**config.mk**
```make
export PLATFORM = sky130hd
export DESIGN_NAME = pipelined_addsub32
export DESIGN_NICKNAME = d
export VERILOG_FILES = /design/src/rtl/pipelined_addsub32.sv
export SDC_FILE = /design/constraint.sdc
export NUM_CORES = 1
export LEC_CHECK = 0
export ABC_AREA = 1
export BUFFER_PORTS_ARGS = -buffer_cell sky130_fd_sc_hd__buf_2
export CAP_MARGIN = 20
export CORE_MARGIN = 2
export CORE_UTILIZATION = 30
export DETAILED_ROUTE_END_ITERATION = 16
export GPL_ROUTABILITY_DRIVEN = 0
export PLACE_DENSITY = 0.58
export SYNTH_ARGS = -nofsm -noshare
export SYNTH_HDL_FRONTEND = slang
export SYNTH_SLANG_ARGS = --single-unit
```
**constraint.sdc**
```tcl
create_clock -name clk -period 10.3 [get_ports clk]
set_input_delay 0.515 -clock clk [delete_from_list [all_inputs] [get_ports clk]]
set_output_delay 0.515 -clock clk [all_outputs]
set_load 0.01 [all_outputs]
```
**src/rtl/pipelined_addsub32.sv**
```systemverilog
// Pipelined two's-complement adder/subtractor: one SLICE-bit carry slice per stage,
// valid/ready on both sides with a single global stall.
module pipelined_addsub32 #(
   parameter int unsigned WIDTH = 32,
   parameter int unsigned SLICE = 8
) (
   input  logic             clk,
   input  logic             rst_n,
   input  logic             in_valid,
   output logic             in_ready,
   input  logic [WIDTH-1:0] in_a,
   input  logic [WIDTH-1:0] in_b,
   input  logic             in_sub,
   output logic             out_valid,
   input  logic             out_ready,
   output logic [WIDTH-1:0] out_sum,
   output logic             out_cout,
   output logic             out_ovf
);

   localparam int unsigned STAGES = WIDTH / SLICE;
   localparam int unsigned SW     = SLICE + 1;

   logic              advance;
   logic [STAGES-1:0] vld_q;
   logic [WIDTH-1:0]  b_eff_c;
   logic [SW-1:0]     slice_c [STAGES];
   logic              ovf_c;

   // Operands not yet consumed, shifted down so the next slice is always bits [SLICE-1:0]
   logic [WIDTH-1:0]  a_q   [STAGES-1];
   logic [WIDTH-1:0]  b_q   [STAGES-1];
   logic [WIDTH-1:0]  sum_q [STAGES-1];
   logic              c_q   [STAGES-1];

   assign advance   = ~out_valid | out_ready;
   assign in_ready  = advance;
   assign out_valid = vld_q[STAGES-1];

   // Per-stage slice adders
   always_comb begin
      b_eff_c    = in_b ^ {WIDTH{in_sub}};
      slice_c[0] = {1'b0, in_a[SLICE-1:0]} + {1'b0, b_eff_c[SLICE-1:0]} + SW'(in_sub);
      for (int k = 1; k < STAGES; k++) begin
         slice_c[k] = {1'b0, a_q[k-1][SLICE-1:0]} + {1'b0, b_q[k-1][SLICE-1:0]}
                    + SW'(c_q[k-1]);
      end
      // Carry into the MSB recovered from the MSB sum bit and its operand bits
      ovf_c = a_q[STAGES-2][SLICE-1] ^ b_q[STAGES-2][SLICE-1]
            ^ slice_c[STAGES-1][SLICE-1] ^ slice_c[STAGES-1][SLICE];
   end

   always_ff @(posedge clk) begin
      if (!rst_n) begin
         vld_q    <= '0;
         out_sum  <= '0;
         out_cout <= 1'b0;
         out_ovf  <= 1'b0;
      end else if (advance) begin
         vld_q    <= {vld_q[STAGES-2:0], in_valid};
         a_q[0]   <= in_a >> SLICE;
         b_q[0]   <= b_eff_c >> SLICE;
         sum_q[0] <= WIDTH'(slice_c[0][SLICE-1:0]);
         c_q[0]   <= slice_c[0][SLICE];
         for (int k = 1; k < STAGES - 1; k++) begin
            a_q[k]   <= a_q[k-1] >> SLICE;
            b_q[k]   <= b_q[k-1] >> SLICE;
            sum_q[k] <= sum_q[k-1] | (WIDTH'(slice_c[k][SLICE-1:0]) << (k * SLICE));
            c_q[k]   <= slice_c[k][SLICE];
         end
         out_sum  <= sum_q[STAGES-2]
                   | (WIDTH'(slice_c[STAGES-1][SLICE-1:0]) << ((STAGES - 1) * SLICE));
         out_cout <= slice_c[STAGES-1][SLICE];
         out_ovf  <= ovf_c;
      end
   end

endmodule
```
==> results.cfg, run 1 <==
[timing]
fin_setup_tns_ps = 0
max_slew.worst_pin.slew_ps = 1030
max_freq_mhz = 345
grt_setup_unrepaired = no
maxSlewHeadroom = 0.316
hold_viol_final = 0
skew_ps = 8.81
finalCritPeriodShare = 0.281
setup-violations-final = 0
min_period_ps = 2900
slew_viol_final = 0

[clock_network]
cts_root_buffer = clkbuf_16
cts_buffer_depth = 2
clk_pin_slew_ps = 70
cts_tree = built
htree_levels = 4
cts_buffers = 17
clk_latency_ps = 430
cts_hold_buf = 0
clock_sinks = 185
postCtsSetupBuffers = 0
cts_resized = 0

[global_routing]
grt-ovfl-total = 0
grt_pass1_vias = 4060
grt_pass1_wl_mm = 20.1
antenna_found_initial = 0
globalRouteTotalUtil = 0.102
grt_max_degree = 77

[route]
ant_nets = 0
routedWlPerCell_um = 12.4
routed_wl_mm = 12.4
route.vias.total = 4088
vias_per_cell = 4.06
drc_errors = 0
drtIter0Drc = 249
drt-pass1-iter-count = 4

[final_layout]
finish.net_count = 774
fin_cells = 1007
antenna_cells = 0
area_growth_pct = 19.7
post-route-util = 0.365
drive_gt1_frac = 0.221

[min_path]
hp-class = input port to register

[worst_setup_path]
timing_worst_setup_path_type = input port to register
cp_slowest_stage_delay_ps = 830
crit_family = buffers and inverters
cpMostUsedCell = buf_4
crit_slowest_cell = buf_4
crit_buf_inv = 4
worstPathRequired_ps = 10340
critPathCaptureType = register
path_cells = buf_2 > inv_1 > nor2_4 > buf_4 > buf_4
path_max_fanout = 76
r2r_setup_slack_ps = 7540
start_kind = input port
arrival_ps = 2940

[placed_design]
port-buffer-count = 104
dp_hpwl_mm = 8.50
dp.cells = 975

[yosys]
synth_fp_nets = 663
yosys.area.top_type_share = 0.597
syn_area_mm2 = 0.00739
avgSynthCellArea_um2 = 13.2
yosysWarningCount = 0
seq_area_frac_synth = 0.700
synth_area_leader_cell = edfxtp_1
yosys_register_bits = 185
yosys-top-cells-area = edfxtp_1, dfxtp_1, xor2_1
async_flop_share = 0
syn_inst = 559
synth_edf_count = 147
ys.flop_type = edfxtp_1
synth_cell_type_count = 28

[floorplanning]
coreArea_mm2 = 0.0242
start_util = 0.305
io_pins = 105
die_area_mm2 = 0.0259
dieWidth_um = 161
die_y_um = 161
core.rowCount = 57

[status]
status = complete, no violations

[power_and_ir_drop]
ir_drop_uv = 83.6
p_per_area_mw_per_mm2 = 195
leakage_nw = 3.76

[run]
drv_cap = 0
-- final timing paths --
check	from	to	cells past startpoint
min reg2reg	b_q[0][8]	b_q[0][24]	0
min	in_a[14]	a_q[0][6]	1
max	rst_n	sum_q[0][74]	5
max reg2reg	vld_q[3]	sum_q[0][74]	6
-- sequential cells by signal, indices dropped and copies added, names as in the netlist --
name,flops
b_q,48
a_q,48
sum_q,48
vld_q,4
c_q,3
out_sum,32
out_cout,1
out_ovf,1
-- cells by family (layout without fill, tap and decap cells) --
family	after synthesis	count (layout)	synth area share
fa+ha+maj	35	35	0.0663
flops	185	185	0.700
buf+inv	59	183	0.0337
simple gates	161	161	0.0887
compound gates	70	70	0.0533
xor+xnor	49	49	0.0580
-- layer usage --
metal	global-route usage	vias to the layer above	routed length (um)
met5	0	-	0
met4	0.0381	0	197
met3	0.0375	13	575
met2	0.175	81	6330
met1	0.116	1857	5340
li1	-	2137	-
-- placed cells by master (no fill, tap or decap), drive strengths merged, types with 5 or more instances in the layout --
cell type and count:
a21oi 15, nand3 14, nand2 69, clkbuf 22, xor2 44, nor2 70
dfxtp 38, fa 7, buf 107, inv 49, a21o 5, xnor2 5
ha 28, edfxtp 147, o21ai 40
-- cell usage after synthesis (7+ instances only) --
cell and count:
ha_1 28, nor2_1 67, inv_1 40, buf_2 9, a21oi_1 15, nand2_1 67
xor2_1 44, o21ai_0 33, nand3_1 14, dfxtp_1 38, fa_1 7, edfxtp_1 147
-- where the power goes --
| part | leakage (nW) | internal [mW] | switching (mW) | total [mW] |
|---|---|---|---|---|
| Clock | 0.288 | 0.354 | 0.270 | 0.624 |
| Sequential | 1.75 | 0.895 | 0.0231 | 0.918 |
| Combinational | 1.72 | 0.0738 | 0.108 | 0.182 |
| Total | 3.76 | 1.32 | 0.401 | 1.72 |
-- cell type report --
cell class,instances,area (um2)
Clock inverter,10,76.3
Multi-Input combinational cell,315,1980
Fill cell,2375,15400
Timing Repair Buffer,107,543
Sequential cell,185,5170
Inverter,44,165
Tap cell,324,405
Clock buffer,22,507
-- through the flow --
stage	total power [mW]	hold slack [ps]	setup WS, ps	area, um2
2_1_floorplan	1.06	400	2660	7390
3_3_place_gp	1.12	401	7000	8270
3_5_place_dp	1.12	405	6910	8270
4_1_cts	1.75	230	7370	8850
5_1_grt	1.82	227	7180	8850
6_report	1.72	262	7400	8850
-- worst register-to-register path, stage by stage, from the launching register on --
cell and delay (ps):
dfxtp_1 310, inv_1 60, nor2_2 30, buf_4 230, nor2_4 100, buf_4 660, buf_4 910
No activity file was read; power rests on OpenSTA's default activity.
==> run 2: changes to the inputs <==
--- a/config.mk
+++ b/config.mk
@@ -12,7 +12,7 @@
 export CORE_UTILIZATION = 30
 export DETAILED_ROUTE_END_ITERATION = 16
 export GPL_ROUTABILITY_DRIVEN = 0
-export PLACE_DENSITY = 0.58
+export PLACE_DENSITY = 0.6
 export SYNTH_ARGS = -nofsm -noshare
 export SYNTH_HDL_FRONTEND = slang
 export SYNTH_SLANG_ARGS = --single-unit
==> constraint.sdc (replaced) <==
create_clock -name clk -period 2.5 [get_ports clk]
set_input_delay 0.125 -clock clk [delete_from_list [all_inputs] [get_ports clk]]
set_output_delay 0.125 -clock clk [all_outputs]
set_load 0.01 [all_outputs]
==> results.cfg, run 2 (synthesis gave the netlist of run 1 again) <==
[status]
status = complete, no violations

[worst_setup_path]
worstPathRequired_ps = 2680
timing_worst_setup_path_type = register to register
crit_buf_inv = 0
arrival_ps = 2370
r2r_end = c_q[0][2]
worst-r2r-cell-count = 8
r2r_setup_slack_ps = 310
crit_family = adder cells
path_max_fanout = 2
path_cells = fa_1 > fa_1 > nand3_1 > nand3_1 > a21boi_1 > o21ai_1 > nand2_1 > nand2_1
critPathCaptureType = register
cp_slowest_stage_delay_ps = 500
start_kind = register
reg2reg_from = c_q[0][1]
crit_slowest_cell = fa_1

[global_routing]
antenna_found_initial = 0
grt_max_degree = 91
met3_usage = 0.0303
grt_pass1_vias = 4206
globalRouteTotalUtil = 0.103
met2_usage = 0.179
grt-ovfl-total = 0
grt_use_met1 = 0.121
grt_pass1_wl_mm = 20.7
top_usage_layer = met2

[floorplanning]
coreArea_mm2 = 0.0242
start_util = 0.305
dieWidth_um = 161
io_pins = 105
die_y_um = 161
die_area_mm2 = 0.0259
core.rowCount = 57

[timing]
timing.final.ws_setup_ps = 306
setup-violations-final = 0
max_freq_mhz = 456
max_slew.worst_pin.slew_ps = 815
maxSlewHeadroom = 0.456
slew_viol_final = 0
min_period_ps = 2190
finalCritPeriodShare = 0.878
grt_setup_unrepaired = no
skew_ps = 11.4
hold_viol_final = 0
fin_setup_tns_ps = 0

[power_and_ir_drop]
p_sw_frac = 0.233
p_per_area_mw_per_mm2 = 765
switchingPower_mw = 1.66
combPwrFrac = 0.114
p_int_mw = 5.47
p_total_mw = 7.12
seqPwrFrac = 0.531
leakage_nw = 3.94
clockPowerShare = 0.356
ir_drop_uv = 391

[final_layout]
antenna_cells = 0
area_growth_pct = 25.9
final_common_cell = edfxtp_1
final_cell_mix = edfxtp_1, buf_2, nand2_1
drive_gt1_frac = 0.209
fin_cells = 1055
biggestRegsByFlops = a_q: 48 flops, b_q: 48 flops, sum_q: 48 flops
finish.net_count = 822

[route]
drt-pass1-iter-count = 4
ant_nets = 0
routed_wl_mm = 12.8
routedWlPerCell_um = 12.1
drtIter0Drc = 234
vias_per_cell = 4.12
drc_errors = 0
route.vias.total = 4350

[run]
drv_cap = 0

[placed_design]
port-buffer-count = 104
dp_hpwl_mm = 8.53
dpl_worst_slack_ps = 318
dp.cells = 978

[min_path]
holdCritStartpoint = in_b[27]
min_to = b_q[0][19]
hp-class = input port to register
holdPathStages = 2

[clock_network]
htree_levels = 4
cts_tree = built
cts_buffers = 17
cts_buffer_depth = 2
clk_pin_slew_ps = 70
clock_sinks = 185
clk_latency_ps = 430
cts_root_buffer = clkbuf_16
run 2: area by class of cell:
class                   instances  area [um2]
flip-flops and latches        185        5180
clock inverters                10        95.1
repair buffers                155        1030
well taps                     324         405
fillers                      2347       14900
clock buffers                  22         464
multi-input cells             315        1980
inverters                      44         165
run 2: metrics by stage:
step / cell area [um2] / util / hold WS, ps
after CTS: 9310 / 0.384 / 2.98
after global placement: 8300 / 0.342 / 302
after detailed placement: 8300 / 0.342 / 303
after global routing: 9310 / 0.384 / 0.994
final: 9310 / 0.384 / 16.3
after floorplan: 7410 / - / 224
run 2: worst reg2reg max path, stage by stage, from the launching register on:
cell,delay [ps]
edfxtp_1,400
fa_1,500
fa_1,430
nand3_1,90
nand3_1,110
a21boi_1,230
o21ai_1,90
nand2_1,60
nand2_1,50
run 2: layer usage:
metal	vias to the layer above	routed length [um]	share of wire
li1	2239	-	-
met1	2020	5600	0.44
met2	76	6550	0.51
met3	15	475	0.037
met4	0	193	0.015
met5	-	0	0
run 2: worst max-delay path by stage:
| stage | startpoint | end | slack (ps) | cells past startpoint |
|---|---|---|---|---|
| after floorplan | vld_q[3] | a_q[0][0] | -640 | 4 |
| after CTS | c_q[0][1] | c_q[0][2] | 280 | 8 |
| after detailed placement | c_q[0][1] | c_q[0][2] | 320 | 8 |
| after global placement | c_q[0][1] | c_q[0][2] | 320 | 8 |
| final | c_q[0][1] | c_q[0][2] | 310 | 8 |
| after global routing | c_q[0][1] | c_q[0][2] | 160 | 8 |
run 2: power by group through the flow:
stage,Clock (mW),Sequential [mW],Combinational [mW]
finish,2.53,3.78,0.809
global route,2.74,3.81,0.931
CTS,2.61,3.79,0.825
detailed placement,0,3.85,0.770
global placement,0,3.85,0.757
floorplan,0,3.86,0.491
run 2: what timing repair did:
| action | in CTS | in global routing |
|---|---|---|
| buffers inserted | 0 | 0 |
| hold buffers | 45 | 0 |
| resized for setup | 0 | 0 |
| hold endpoints to repair | 45 | 0 |
==> run 3: changes to the inputs <==
--- a/config.mk
+++ b/config.mk
@@ -12,7 +12,7 @@
 export CORE_UTILIZATION = 30
 export DETAILED_ROUTE_END_ITERATION = 16
 export GPL_ROUTABILITY_DRIVEN = 0
-export PLACE_DENSITY = 0.6
+export PLACE_DENSITY = 0.57
 export SYNTH_ARGS = -nofsm -noshare
 export SYNTH_HDL_FRONTEND = slang
 export SYNTH_SLANG_ARGS = --single-unit
==> results.cfg, run 3 (synthesis gave the netlist of run 1 again) <==
[final_layout]
fillers = 2360
final_cell_mix = edfxtp_1, buf_2, nand2_1
fin_cells = 1054
biggestRegsByFlops = a_q: 48 flops, b_q: 48 flops, sum_q: 48 flops
drive_gt1_frac = 0.215
fin_area_mm2 = 0.00935
area_growth_pct = 26.4
finish.net_count = 821
antenna_cells = 0
final_common_cell = edfxtp_1

[placed_design]
placed_cell_area_mm2 = 0.00831
port-buffer-count = 104
dp_hpwl_mm = 8.28
dp.cells = 978

[global_routing]
antenna_found_initial = 0
grt_max_degree = 70
grt_pass1_wl_mm = 20.3
grt-ovfl-total = 0
globalRouteTotalUtil = 0.100
grt_pass1_vias = 4106

[worst_setup_path]
arrival_ps = 2340
critPathCaptureType = register
crit_buf_inv = 0
cp_slowest_stage_delay_ps = 500
worstPathRequired_ps = 2680
crit_family = adder cells
path_max_fanout = 2
start_kind = register
crit_slowest_cell = fa_1
r2r_setup_slack_ps = 340
path_cells = fa_1 > fa_1 > nand3_1 > nand3_1 > a21boi_1 > o21ai_1 > nand2_1 > nand2_1
timing_worst_setup_path_type = register to register

[power_and_ir_drop]
ir_drop_uv = 407
p_per_area_mw_per_mm2 = 778
leakage_nw = 3.96

[timing]
setup-violations-final = 0
hold_viol_final = 0
fin_setup_tns_ps = 0
grt_setup_unrepaired = no
min_period_ps = 2160
slew_viol_final = 0
maxSlewHeadroom = 0.449
max_freq_mhz = 463
finalCritPeriodShare = 0.864
max_slew.worst_pin.slew_ps = 825
skew_ps = 8.90

[route]
routed_wl_mm = 12.6
drc_errors = 0
routedWlPerCell_um = 12.0
drtIter0Drc = 239
drt-pass1-iter-count = 4
route.vias.total = 4320
ant_nets = 0
vias_per_cell = 4.10

[clock_network]
clk_latency_ps = 420
htree_levels = 4
postCtsSetupBuffers = 0
cts_tree = built
cts_buffer_depth = 2
clk_pin_slew_ps = 70
cts_buffers = 17
cts_resized = 0
cts_hold_buf = 44
cts_root_buffer = clkbuf_16
clock_sinks = 185

[floorplanning]
io_pins = 105
die_area_mm2 = 0.0259
start_util = 0.305
coreArea_mm2 = 0.0242
dieWidth_um = 161
core.rowCount = 57
die_y_um = 161

[status]
status = complete, no violations

[run]
drv_cap = 0

[min_path]
hp-class = input port to register
-- run 3: cell count changes in the layout (fill, tap and decap cells not counted), sizes merged --
cell         before  now
clkinvlp          4    5
inv              45   49
bufinv            1    2
clkinv            4    3
dlygate4sd3      45   44
clkbuf           22   17
-- run 3: per-stage QoR --
step / hold slack (ps) / setup slack (ps) / total power, mW / utilization
floorplan: 224 / -637 / 4.35 / -
global placement: 303 / 360 / 4.60 / 0.343
detailed placement: 304 / 338 / 4.62 / 0.343
CTS: 1.51 / 326 / 7.38 / 0.385
global route: 10.3 / 209 / 7.61 / 0.385
finish: 17.3 / 340 / 7.27 / 0.385
-- run 3: per-layer routing --
metal | routed length, um | global-route usage | vias up
li1 | - | - | 2232
met4 | 189 | 0.0329 | 0
met2 | 6120 | 0.169 | 82
met1 | 5790 | 0.124 | 1994
met3 | 501 | 0.0298 | 12
met5 | 0 | 0 | -
-- run 3: power by group --
part | leakage (nW) | switching, mW | internal [mW] | total (mW)
Clock | 0.276 | 1.19 | 1.49 | 2.69
Sequential | 1.75 | 0.0927 | 3.68 | 3.77
Combinational | 1.93 | 0.452 | 0.357 | 0.809
Total | 3.96 | 1.74 | 5.53 | 7.27
-- run 3: final cells by class --
| type | count | area [um2] | share of cell area |
|---|---|---|---|
| Multi-Input combinational cell | 315 | 1980 | 0.212 |
| Clock inverter | 15 | 165 | 0.0177 |
| Timing Repair Buffer | 154 | 1030 | 0.110 |
| Sequential cell | 185 | 5180 | 0.554 |
| Tap cell | 324 | 405 | 0.0434 |
| Inverter | 44 | 165 | 0.0177 |
| Clock buffer | 17 | 425 | 0.0455 |
-- run 3: path summary, 6_finish.rpt --
kind | cells past startpoint | startpoint | end
hold reg to reg | 0 | a_q[0][38] | a_q[0][54]
hold / removal | 2 | in_b[24] | b_q[0][16]
setup reg to reg | 8 | c_q[0][1] | c_q[0][2]
setup / recovery | 8 | c_q[0][1] | c_q[0][2]
-- run 3: worst reg2reg max path, delay by kind of cell (launching register included) --
family	cells	cell delay (ps)
AO/OA/AOI/OAI	2	290
adder cells (fa/ha/maj)	2	930
flip-flops	1	400
AND/OR/NAND/NOR	4	290
